<file path="src/rtl/branch_resolve_pkg.sv">
// Shared types for LEGv8 branch resolution: branch kinds, condition codes,
// the NZCV flag layout and the B.cond evaluator.
package branch_pkg;

    typedef enum logic [1:0] {
        BR_NONE  = 2'd0,
        BR_B     = 2'd1,
        BR_CBZ   = 2'd2,
        BR_BCOND = 2'd3
    } br_type_e;

    typedef enum logic {
        ST_RUN   = 1'b0,
        ST_REDIR = 1'b1
    } br_state_e;

    localparam logic [3:0] COND_EQ = 4'h0;
    localparam logic [3:0] COND_NE = 4'h1;
    localparam logic [3:0] COND_GE = 4'hA;
    localparam logic [3:0] COND_LT = 4'hB;
    localparam logic [3:0] COND_GT = 4'hC;
    localparam logic [3:0] COND_LE = 4'hD;
    localparam logic [3:0] COND_AL = 4'hE;

    typedef struct packed {
        logic n;
        logic z;
        logic c;
        logic v;
    } nzcv_t;

    // Unlisted condition codes resolve to not-taken.
    function automatic logic cond_holds(input logic [3:0] cond, input nzcv_t f);
        logic result;
        result = 1'b0;
        case (cond)
            COND_EQ: result = f.z;
            COND_NE: result = ~f.z;
            COND_GE: result = (f.n == f.v);
            COND_LT: result = (f.n != f.v);
            COND_GT: result = ~f.z & (f.n == f.v);
            COND_LE: result = f.z | (f.n != f.v);
            COND_AL: result = 1'b1;
            default: result = 1'b0;
        endcase
        return result;
    endfunction

endpackage

</file>
<file path="src/rtl/branch_resolve_if.sv">
// Execute-stage to branch-resolver bundle; the resolver side is the slave.
interface branch_resolve_if #(parameter int OFF_W = 26);
    logic             ex_valid;
    logic             ex_setFlags;
    logic             alu_neg;
    logic             alu_zero;
    logic             alu_ovf;
    logic             alu_cout;
    logic [1:0]       ex_brType;
    logic [3:0]       ex_cond;
    logic [63:0]      ex_pc;
    logic [OFF_W-1:0] ex_imm;
    logic [3:0]       flags_q;
    logic             redirect;
    logic [63:0]      redirect_pc;
    logic             squash;

    modport master (
        output ex_valid, ex_setFlags, alu_neg, alu_zero, alu_ovf, alu_cout,
               ex_brType, ex_cond, ex_pc, ex_imm,
        input  flags_q, redirect, redirect_pc, squash
    );

    modport slave (
        input  ex_valid, ex_setFlags, alu_neg, alu_zero, alu_ovf, alu_cout,
               ex_brType, ex_cond, ex_pc, ex_imm,
        output flags_q, redirect, redirect_pc, squash
    );
endinterface

</file>
<file path="src/rtl/branch_resolve_nzcv_reg.sv">
// Architectural NZCV flag register: 4-bit enabled register, synchronous reset.
module nzcv_reg
    import branch_pkg::*;
(
    input  logic  clk,
    input  logic  srst,
    input  logic  en,
    input  nzcv_t d,
    output nzcv_t q
);

    nzcv_t q_reg;

    always_ff @(posedge clk) begin
        if (srst) begin
            q_reg <= '0;
        end else if (en) begin
            q_reg <= d;
        end
    end

    assign q = q_reg;

endmodule

</file>
<file path="src/rtl/branch_resolve.sv">
// Resolves B / CBZ / B.cond in execute and issues a registered one-cycle
// PC redirect plus squash of the wrong-path instruction behind it.
module branch_resolve
    import branch_pkg::*;
#(
    parameter int OFF_W = 26
) (
    input  logic             clk,
    input  logic             reset,
    branch_resolve_if.slave  bus
);

    br_state_e        state_reg;
    logic             redirect_reg;
    logic             squash_reg;
    logic [63:0]      redirect_pc_reg;

    logic             live;
    logic             flag_we;
    logic             taken;
    logic [OFF_W-1:0] imm;
    logic [63:0]      offset_b;
    logic [63:0]      offset_19;
    logic [63:0]      target;
    nzcv_t            flags_new;
    nzcv_t            flags_cur;

    // The instruction behind a taken branch is wrong-path: it neither
    // writes flags nor branches.
    assign live    = bus.ex_valid & ~squash_reg;
    assign flag_we = live & bus.ex_setFlags;

    assign flags_new = '{n: bus.alu_neg, z: bus.alu_zero, c: bus.alu_cout, v: bus.alu_ovf};

    nzcv_reg u_flags (
        .clk  (clk),
        .srst (reset),
        .en   (flag_we),
        .d    (flags_new),
        .q    (flags_cur)
    );

    // B.cond reads the flags as registered, so a branch that also sets
    // flags sees the previous values.
    always_comb begin
        taken = 1'b0;
        case (br_type_e'(bus.ex_brType))
            BR_B:     taken = 1'b1;
            BR_CBZ:   taken = bus.alu_zero;
            BR_BCOND: taken = cond_holds(bus.ex_cond, flags_cur);
            default:  taken = 1'b0;
        endcase
    end

    assign imm       = bus.ex_imm;
    assign offset_b  = {{36{imm[25]}}, imm[25:0], 2'b00};
    assign offset_19 = {{43{imm[18]}}, imm[18:0], 2'b00};

    always_comb begin
        target = bus.ex_pc + offset_19;
        if (br_type_e'(bus.ex_brType) == BR_B) begin
            target = bus.ex_pc + offset_b;
        end
    end

    always_ff @(posedge clk) begin
        if (reset) begin
            state_reg       <= ST_RUN;
            redirect_reg    <= 1'b0;
            squash_reg      <= 1'b0;
            redirect_pc_reg <= '0;
        end else begin
            case (state_reg)
                ST_RUN: begin
                    if (live && taken) begin
                        state_reg       <= ST_REDIR;
                        redirect_reg    <= 1'b1;
                        squash_reg      <= 1'b1;
                        redirect_pc_reg <= target;
                    end else begin
                        redirect_reg <= 1'b0;
                        squash_reg   <= 1'b0;
                    end
                end
                ST_REDIR: begin
                    state_reg    <= ST_RUN;
                    redirect_reg <= 1'b0;
                    squash_reg   <= 1'b0;
                end
                default: begin
                    state_reg    <= ST_RUN;
                    redirect_reg <= 1'b0;
                    squash_reg   <= 1'b0;
                end
            endcase
        end
    end

    assign bus.flags_q     = flags_cur;
    assign bus.redirect    = redirect_reg;
    assign bus.squash      = squash_reg;
    assign bus.redirect_pc = redirect_pc_reg;

endmodule

</file>
<file path="src/flat_wrapper.sv">
// flat-port wrapper written by rule: the top's interface ports become plain ports
module branch_resolve_flat import branch_pkg::*;
#(
    parameter int OFF_W = 26
)
  (clk, reset, bus_ex_valid, bus_ex_setFlags, bus_alu_neg, bus_alu_zero, bus_alu_ovf, bus_alu_cout, bus_ex_brType, bus_ex_cond, bus_ex_pc, bus_ex_imm, bus_flags_q, bus_redirect, bus_redirect_pc, bus_squash);
  branch_resolve_if #(.OFF_W(OFF_W)) bus_i ();
  input  logic clk;
  input  logic reset;
  input wire logic [$bits(bus_i.ex_valid)-1:0] bus_ex_valid;
  input wire logic [$bits(bus_i.ex_setFlags)-1:0] bus_ex_setFlags;
  input wire logic [$bits(bus_i.alu_neg)-1:0] bus_alu_neg;
  input wire logic [$bits(bus_i.alu_zero)-1:0] bus_alu_zero;
  input wire logic [$bits(bus_i.alu_ovf)-1:0] bus_alu_ovf;
  input wire logic [$bits(bus_i.alu_cout)-1:0] bus_alu_cout;
  input wire logic [$bits(bus_i.ex_brType)-1:0] bus_ex_brType;
  input wire logic [$bits(bus_i.ex_cond)-1:0] bus_ex_cond;
  input wire logic [$bits(bus_i.ex_pc)-1:0] bus_ex_pc;
  input wire logic [$bits(bus_i.ex_imm)-1:0] bus_ex_imm;
  output wire logic [$bits(bus_i.flags_q)-1:0] bus_flags_q;
  output wire logic [$bits(bus_i.redirect)-1:0] bus_redirect;
  output wire logic [$bits(bus_i.redirect_pc)-1:0] bus_redirect_pc;
  output wire logic [$bits(bus_i.squash)-1:0] bus_squash;
  assign bus_i.ex_valid = bus_ex_valid;
  assign bus_i.ex_setFlags = bus_ex_setFlags;
  assign bus_i.alu_neg = bus_alu_neg;
  assign bus_i.alu_zero = bus_alu_zero;
  assign bus_i.alu_ovf = bus_alu_ovf;
  assign bus_i.alu_cout = bus_alu_cout;
  assign bus_i.ex_brType = bus_ex_brType;
  assign bus_i.ex_cond = bus_ex_cond;
  assign bus_i.ex_pc = bus_ex_pc;
  assign bus_i.ex_imm = bus_ex_imm;
  assign bus_flags_q = bus_i.flags_q;
  assign bus_redirect = bus_i.redirect;
  assign bus_redirect_pc = bus_i.redirect_pc;
  assign bus_squash = bus_i.squash;
  branch_resolve #(.OFF_W(OFF_W)) u_core (.clk(clk), .reset(reset), .bus(bus_i));
endmodule
</file>
<file path="config.mk">
export PLATFORM = sky130hd
export DESIGN_NAME = branch_resolve_flat
export DESIGN_NICKNAME = d
export VERILOG_FILES = /design/src/rtl/branch_resolve_pkg.sv /design/src/rtl/branch_resolve_if.sv /design/src/rtl/branch_resolve_nzcv_reg.sv /design/src/rtl/branch_resolve.sv /design/src/flat_wrapper.sv
export SDC_FILE = /design/constraint.sdc
export NUM_CORES = 1
export LEC_CHECK = 0
export ABC_AREA = 1
export CELL_PAD_IN_SITES_DETAIL_PLACEMENT = 0
export CELL_PAD_IN_SITES_GLOBAL_PLACEMENT = 2
export CORE_MARGIN = 10
export CORE_UTILIZATION = 28
export CTS_BUF_LIST = sky130_fd_sc_hd__clkbuf_8
export CTS_CLUSTER_SIZE = 16
export DETAILED_ROUTE_END_ITERATION = 10
export PLACE_DENSITY = 0.9
export RECOVER_POWER = 100
export SETUP_SLACK_MARGIN = 0.15
export SLEW_MARGIN = 20
export SYNTH_ARGS = -nofsm -noshare
export SYNTH_HDL_FRONTEND = slang
export SYNTH_HIERARCHICAL = 1
export SYNTH_SLANG_ARGS = --single-unit
</file>
<file path="constraint.sdc">
create_clock -name clk -period 10.3 [get_ports clk]
set_input_delay 2.06 -clock clk [delete_from_list [all_inputs] [get_ports clk]]
set_output_delay 2.06 -clock clk [all_outputs]
set_load 0.01 [all_outputs]
</file>
### Yosys cells after proc, flatten, opt, wreduce, memory -nomap -nowiden

Index checks and enable logic that the tools add are counted.

| operators by class | value |
|---|---|
| add/subtract/negate cells | 2 |
| eq/ne operators | 11 |
| mux-type cells | 5 |
| reductions and logical operators | 3 |
| bitwise gates (word level) | 6 |

Operator list:

| cell | count |
|---|---|
| 64-bit adder | 2 |
| 64-bit 2-to-1 mux | 1 |
| 4-bit == test (second input constant) | 5 |
| 1-bit one-hot mux with 7 select lines | 1 |
| 2-bit == test (second input constant) | 2 |
| 4-bit by 1-bit == test with 1-bit output (second input constant) | 1 |
| 4-bit zero test | 1 |
| 1-bit AND | 3 |
| 1-bit one-hot mux with 3 select lines | 1 |
| 2-bit by 1-bit == test with 1-bit output (second input constant) | 1 |
| 1-bit inverter | 2 |
| 1-bit one-hot mux with 2 select lines | 1 |
| 2-bit AND reduction | 1 |
| 1-bit == test | 1 |
| 1-bit logical AND | 1 |
| 1-bit 2-to-1 mux | 1 |
| 1-bit inequality test | 1 |
| 1-bit bitwise OR | 1 |

| storage, ports and cells | value |
|---|---|
| bits in registers | 69 |
| word-level logic and storage cells | 33 |

### Logic depth before layout (Yosys ltp)

Gate-level depths: netlist of run 1.

| logic depth | value |
|---|---|
| word-level depth | 7 |
| gate-level depth with buffers | 21 |
| depth with buffers taken out | 20 |

### Modules after synthesis

The synthesis of run 1 kept the hierarchy.

By module, submodules not included:

| module | area each (um^2) | seq. area each (um^2) | cells an instance | instances |
|---|---|---|---|---|
| branch_resolve | 8300.5 | 1301.2 | 1622 | 1 |
| nzcv_reg | 172.7 | 80.1 | 26 | 1 |

### Least setup slack after synthesis of run 1

Ideal clock, no wire load.

| timing | value |
|---|---|
| path type | input -> register |
| start point | input port bus_ex_brType[0] |
| end point | register u_core.redirect_pc_reg[60] (netlist: u_core/bus.redirect_pc[60]) |
| buffers on the path | 1 |
| required time | 10191 ps |
| arrival time | 4660 ps |
| cell stages on the path | 19 |
| slack | 5531 ps |
| cell sequence | inv_1 > or2_0 > clkbuf_1 > nand2_1 > o21ai_1 > inv_1 > ha_1 > nand2_1 > inv_1 > a21oi_1 > nand2_1 > nand2_1 > nand2_1 > a21oi_1 > nand2_1 > nand2_1 > nand3_1 > nand2_1 > inv_1 |

| between the ends | value |
|---|---|
| word-level cells in the longest chain between the ends | 4 |

Ends and longest elaborated chain:

| what | RTL line | source |
|---|---|---|
| start, declared | flat_wrapper.sv:16 | `input wire logic [$bits(bus_i.ex_brType)-1:0] bus_ex_brType;` |
| 2-bit == test or 2-bit by 1-bit == test with 1-bit output (tied branches) | branch_resolve.sv:47, branch_resolve.sv:61 |  |
| 1-bit one-hot mux with 3 select lines | branch_resolve.sv:47 | `case (br_type_e'(bus.ex_brType))` |
| 1-bit logical AND | branch_resolve.sv:75 | `if (live && taken) begin` |
| 2-bit AND reduction (no line) | n/a |  |
| end signal, assigned | branch_resolve.sv:79 | `redirect_pc_reg <= target;` |
| end, declared | branch_resolve.sv:16 | `logic [63:0] redirect_pc_reg;` |

Several ways; a longest one is shown, not always the timed one.
A chain may end at the register's enable or synchronous reset.

### Worst setup path after layout of run 1

| timing | value |
|---|---|
| start point | input port bus_ex_brType[1] |
| end point | register u_core.redirect_pc_reg[56] (netlist: u_core/bus.redirect_pc[56]) |

The elaborated chain is that of the path after synthesis.

==> impl_metrics.yaml, run 1 <==
drt:
  drt_wl_total_um: 35500
  remaining_drc_errors: 0
  dr.pass1.iters: 5
  drtIter0Drc: 744
  postRouteAntennaNets: 0
  wl_per_cell_um: 16.1
  via_per_inst: 4.40
  vias: 9715
sta:
  worst_pin_slew_ns: 1.92
  slew_violations: 40
  fmax_mhz: 145
  period_share_pct: 67.0
  finalSetupViolCount: 0
  setup_tns_ns: 0
  slew_headroom_pct: -27.9
  final_hold_viol_count: 0
  rsz0062_at_grt: "no"
  period_needed_ns: 6.90
  fin_skew_ns: 0.0246
clock_tree:
  cts_tree: "built"
  insertion_delay_ns: 0.39
  clkSinkCount: 69
  h-tree-depth: 3
  cts_setup_buffers: 0
  clock-root-buffer: "clkbuf_8"
  clockBufferDepth: 2
  cts.clk_slew.worst_paths_ns: 0.08
  numCtsBuffers: 9
  ctsResizeCount: 0
  postCtsHoldBufs: 0
finish:
  mostFrequentLayoutCell: "nand2_1"
  num-fill-cells: 3448
  instances_no_fill: 2206
  final-seq-area_um2: 1380
  multi_input_area_um2: 5510
  utilization_pct: 36.1
  final_cell_mix: "628 x nand2_1, 377 x inv_1, 223 x nor2_1"
  num_antenna_cells: 0
  drive_gt1_share_pct: 1.49
  nNetsFinal: 1983
  area_delta_synth_final_pct: 26.6
  largest_reg_flops: 64
placement:
  port_buffers: 173
  dp_cells: 2190
  gp_congestion: 0.907
  dp_hpwl_um: 30300
synthesis:
  syn_nets: 1820
  syn_area_per_cell_um2: 5.14
  synthCells: 1648
  yosys_warnings: 6
  synthTopCellsByArea: "nand2_1 28%, inv_1 17%, dfxtp_1 16%, ha_1 9.9%, nor2_1 9.8%"
  synthArstFlopShare_pct: 0
  synth_edf_count: 0
  ys_seq_area_share_pct: 16.3
  synth-seq-cells: 69
  synth-main-ff-cell: "dfxtp_1"
  synth_cell_types: 33
  netlist.area_leader.share_pct: 27.7
  netlist_area_um2: 8470
  synth_largest_area_cell: "nand2_1"
setup_path:
  crit_path_max_fanout: 39
  cpMostUsedCell: "nand2_1"
  worstPathRequired_ns: 10.58
  critical_path.endpoint_type: "flip-flop"
  startpoint_type: "primary input"
  setup.worst_path.class: "primary input to flip-flop"
  arrival_ns: 7.18
  crit_buf_inv: 5
  crit_chain: "dlygate4sd3_1, or2_0, nand2_1, o21ai_0, inv_1, clkbuf_1, ha_1, nand2_1, inv_1, a21oi_1, nor2_1, nor2_1, nand2_1, a21oi_1, nand2_1, nand2_1, nand3_1, nand2_1, inv_1"
  reg2reg_slack_ns: 6.97
  reg2reg_depth: 10
  max_stage_delay_ns: 1.37
  cpMaxStageDelayCell: "clkbuf_1"
  reg2reg_to: "u_core/bus.redirect_pc[35]"
  rr_startpoint: "u_core/u_flags/q[3]"
  path_delay_family: "buffers and inverters"
global_route:
  grt-ovfl-total: 0
  grt_usage_pct: 18.3
  met2_usage_pct: 27.7
  grt_pass1_wl_um: 53800
  use_met1_pct: 26.7
  use_met3_pct: 2.40
  grt_max_degree: 99
  grt_most_used_layer: "met2"
  grt_pass1_vias: 9203
  antenna_found_initial: 1
floorplan:
  rows: 63
  die_h_um: 194
  io_pins: 174
  fp.dieW_um: 194
  start_util_pct: 28.5
  dieArea_um2: 37600
  core_um2: 29700
power_and_ir_drop:
  power_density_nw_per_um2: 104
  p_leak_nw: 6.41
  ir_drop_uv: 54.5
min_path:
  whs_endpoint: "u_core/bus.redirect_pc[23]"
  hold_path_depth: 2
  hold_class: "flip-flop to flip-flop"
  min_from: "u_core/bus.redirect_pc[23]"
flow_run:
  maxCapViolations: 1
run_status:
  violations: "max-capacitance violations, max-slew violations"
  status: "finished, violations left"
[layout make-up]
type                    instances  share of cell area (%)
well taps                     390                    4.55
multi-input cells            1177                    51.3
clock buffers                   9                    1.15
clock inverters                 7                   0.536
inverters                     379                    13.3
repair buffers                175                    16.2
flip-flops and latches         69                    12.9
[cell families after synthesis]
family          synth area share [%]
simple gates                    46.1
buf+inv                         18.5
compound gates                  6.13
flops                           16.3
fa+ha+maj                       10.1
xor+xnor                        2.79
[routing by layer]
| metal | routed length [µm] | share of wire [%] |
|---|---|---|
| met2 | 14700 | 41 |
| met1 | 18500 | 52 |
| met4 | 584 | 1.6 |
| met3 | 1710 | 4.8 |
| met5 | 0 | 0 |
[worst max-delay path by stage]
stage          cells past startpoint                          to        startpoint  slack, ns
4_1_cts                           18  u_core/bus.redirect_pc[56]  bus_ex_brType[1]       4.79
2_1_floorplan                     19  u_core/bus.redirect_pc[60]  bus_ex_brType[0]       5.53
5_1_grt                           19  u_core/bus.redirect_pc[56]  bus_ex_brType[1]       3.10
6_report                          19  u_core/bus.redirect_pc[56]  bus_ex_brType[1]       3.40
3_3_place_gp                      18  u_core/bus.redirect_pc[56]  bus_ex_brType[1]       4.37
3_5_place_dp                      18  u_core/bus.redirect_pc[56]  bus_ex_brType[1]       4.38
[synthesized netlist by cell type, types with 3 or more instances]
library cell,count
dfxtp_1,69
o21bai_1,5
clkbuf_1,10
nand3_1,102
nor2_1,222
nor3_1,13
o21ai_1,5
ha_1,67
nor2_2,4
buf_4,4
nand4_1,5
xor2_1,25
a21oi_1,48
inv_1,377
buf_6,3
o21ai_0,37
nand2_1,625
buf_2,5
[worst reg2reg max path: cells and delay by family (launching register included)]
kind                   cells  cell delay (ns)
buffers and inverters      2             0.96
flip-flops                 1             0.42
AO/OA/AOI/OAI              1             0.09
AND/OR/NAND/NOR            6             1.60
XOR/XNOR                   1             0.18
[power by group]
part / total, mW / internal [mW] / switching, mW / leakage [nW]
registers: 0.305 / 0.292 / 0.0136 / 0.568
clock network: 0.230 / 0.0909 / 0.139 / 0.0881
logic: 0.576 / 0.209 / 0.366 / 5.76
[through the flow]
step                      cell area, µm²  power [mW]  hold slack [ns]  worst slack, ns
after detailed placement           10600       0.897            0.458             4.38
after global routing               10700        1.21            0.490             3.10
after CTS                          10700        1.13            0.472             4.79
final                              10700        1.11            0.468             3.40
after floorplan                     8470       0.663            0.488             5.53
after global placement             10600       0.899            0.454             4.37
Note: power is estimated with default switching activity, not from simulation.
==> run 2: changes to the inputs <==
--- a/config.mk
+++ b/config.mk
@@ -9,11 +9,11 @@
 export CELL_PAD_IN_SITES_DETAIL_PLACEMENT = 0
 export CELL_PAD_IN_SITES_GLOBAL_PLACEMENT = 2
 export CORE_MARGIN = 10
-export CORE_UTILIZATION = 28
+export CORE_UTILIZATION = 26
 export CTS_BUF_LIST = sky130_fd_sc_hd__clkbuf_8
 export CTS_CLUSTER_SIZE = 16
 export DETAILED_ROUTE_END_ITERATION = 10
-export PLACE_DENSITY = 0.9
+export PLACE_DENSITY = 0.84
 export RECOVER_POWER = 100
 export SETUP_SLACK_MARGIN = 0.15
 export SLEW_MARGIN = 20
==> constraint.sdc (replaced) <==
create_clock -name clk -period 7 [get_ports clk]
set_input_delay 1.4 -clock clk [delete_from_list [all_inputs] [get_ports clk]]
set_output_delay 1.4 -clock clk [all_outputs]
set_load 0.01 [all_outputs]
==> impl_metrics.yaml, run 2 (same netlist as run 1, synthesis figures left out) <==
sta:
  finalSetupViolCount: 0
  period_needed_ns: 5.56
  slew_headroom_pct: 23.1
  fmax_mhz: 180
  slew_violations: 0
  worst_slack_ns: 1.44
  period_share_pct: 79.4
  fin_skew_ns: 0.0311
  final_hold_viol_count: 0
  rsz0062_at_grt: "no"
  worst_pin_slew_ns: 1.15
  setup_tns_ns: 0
setup_path:
  startpoint_type: "primary input"
  arrival_ns: 5.85
  reg2reg_to: "u_core/bus.redirect_pc[33]"
  critical_path.endpoint_type: "flip-flop"
  reg2reg_depth: 10
  worstPathRequired_ns: 7.29
  crit_path_max_fanout: 31
  rr_startpoint: "u_core/u_flags/q[0]"
  setup.worst_path.class: "primary input to flip-flop"
  reg2reg_slack_ns: 3.79
finish:
  area_delta_synth_final_pct: 27.5
  final_cell_mix: "626 x nand2_1, 377 x inv_1, 223 x nor2_1"
  num-fill-cells: 3792
  nNetsFinal: 1983
  finalInstanceArea_um2: 10800
  largest_reg_flops: 64
  mostFrequentLayoutCell: "nand2_1"
  drive_gt1_share_pct: 1.54
  utilization_pct: 33.4
global_route:
  grt_pass1_wl_um: 54500
  grt_max_degree: 99
  grt-ovfl-total: 0
  grt_pass1_vias: 9442
  grt_usage_pct: 17.6
  antenna_found_initial: 2
floorplan:
  fp.dieW_um: 201
  io_pins: 174
  rows: 66
  core_um2: 32400
  start_util_pct: 26.2
  die_h_um: 201
  dieArea_um2: 40200
clock_tree:
  insertion_delay_ns: 0.41
  clkSinkCount: 69
  clock-root-buffer: "clkbuf_8"
  postCtsHoldBufs: 0
  cts_setup_buffers: 0
  ctsResizeCount: 0
  clockBufferDepth: 2
  h-tree-depth: 3
  numCtsBuffers: 9
  cts_tree: "built"
  cts.clk_slew.worst_paths_ns: 0.08
power_and_ir_drop:
  p_sw_uw: 767
  p_seq_share_pct: 27.3
  ir_drop_uv: 71.8
  power_density_nw_per_um2: 152
  p_clk_share_pct: 21.6
  comb_power_share_pct: 51.1
  p_leak_nw: 6.42
  sw_frac_of_total_pct: 46.6
  p_int_uw: 879
run_status:
  status: "complete, no violations"
drt:
  postRouteAntennaNets: 0
  wl_per_cell_um: 15.7
  dr.pass1.iters: 6
  via_per_inst: 4.28
  remaining_drc_errors: 0
  vias: 9670
  drt_wl_total_um: 35600
  drtIter0Drc: 597
placement:
  port_buffers: 173
  gp_congestion: 0.897
  place_ws_ns: 1.35
  postPlaceCellArea_um2: 10600
  dp_hpwl_um: 30800
min_path:
  hold_path_depth: 2
  whs_endpoint: "u_core/bus.redirect_pc[24]"
  hold_class: "flip-flop to flip-flop"
  min_from: "u_core/bus.redirect_pc[24]"
flow_run:
  maxCapViolations: 0
==> run 2: cell count changes in the layout (fill, tap and decap cells not counted), sizes merged <==
cell	previous run	this run
diode	0	1
inv	382	384
clkdlybuf4s50	100	99
buf	1	2
clkinvlp	2	0
==> run 2: stage by stage <==
| step | cells | power (mW) | hold slack, ns |
|---|---|---|---|
| 3_3_place_gp | 2242 | 1.32 | 0.453 |
| 4_1_cts | 2258 | 1.69 | 0.476 |
| 2_1_floorplan | 1648 | 0.976 | 0.488 |
| 5_1_grt | 2259 | 1.80 | 0.512 |
| 6_report | 2259 | 1.65 | 0.468 |
| 3_5_place_dp | 2242 | 1.32 | 0.460 |
==> run 2: worst max-delay path, cell delays in order <==
cell and delay, ns:
dlygate4sd3_1 0.56, inv_1 0.07, or2_0 0.47, nand2_1 0.26, o21ai_0 0.23, inv_1 0.59
ha_1 0.68, nand2_1 0.14, nor2_1 0.14, inv_1 0.07, nor3_1 0.46, nand2_1 0.17
nor3_1 0.19, nand2_1 0.13, nand3_1 0.09, nand3_1 0.08, nand2_1 0.09, inv_1 0.03
==> run 2: how the worst max path moves through the flow <==
| stage | start | endpoint | slack [ns] | cells after the start |
|---|---|---|---|---|
| floorplan | bus_ex_brType[0] | u_core/bus.redirect_pc[60] | 2.89 | 19 |
| global placement | bus_ex_brType[1] | u_core/bus.redirect_pc[48] | 1.49 | 18 |
| detailed placement | bus_ex_brType[1] | u_core/bus.redirect_pc[48] | 1.35 | 18 |
| CTS | bus_ex_brType[1] | u_core/bus.redirect_pc[48] | 1.79 | 18 |
| global route | bus_ex_brType[0] | u_core/bus.redirect_pc[58] | 1.18 | 20 |
| finish | bus_ex_brType[0] | u_core/bus.redirect_pc[62] | 1.44 | 18 |
==> run 2: power groups by stage <==
stage / Sequential [mW] / Clock [mW] / Combinational (mW)
after global routing: 0.454 / 0.391 / 0.955
after floorplan: 0.474 / 0 / 0.502
final: 0.449 / 0.356 / 0.842
after global placement: 0.460 / 0 / 0.862
after detailed placement: 0.461 / 0 / 0.860
after CTS: 0.452 / 0.374 / 0.864
==> run 2: cell type report <==
cell class,count,area (µm²),share of cell area (%)
Sequential cell,69,1380,12.8
Clock buffer,9,124,1.15
Clock inverter,7,76.3,0.706
Inverter,379,1430,13.2
Multi-Input combinational cell,1177,5500,50.9
Timing Repair Buffer,175,1740,16.1
Antenna cell,1,2.50,0.0232
Tap cell,442,553,5.12
==> run 2: routing by layer <==
layer,vias up,GRT usage [%],wire (µm)
met5,-,0,0
met4,0,4.33,624
met3,27,2.40,1420
met2,173,28.0,15600
met1,4256,24.3,17900
li1,5214,-,-
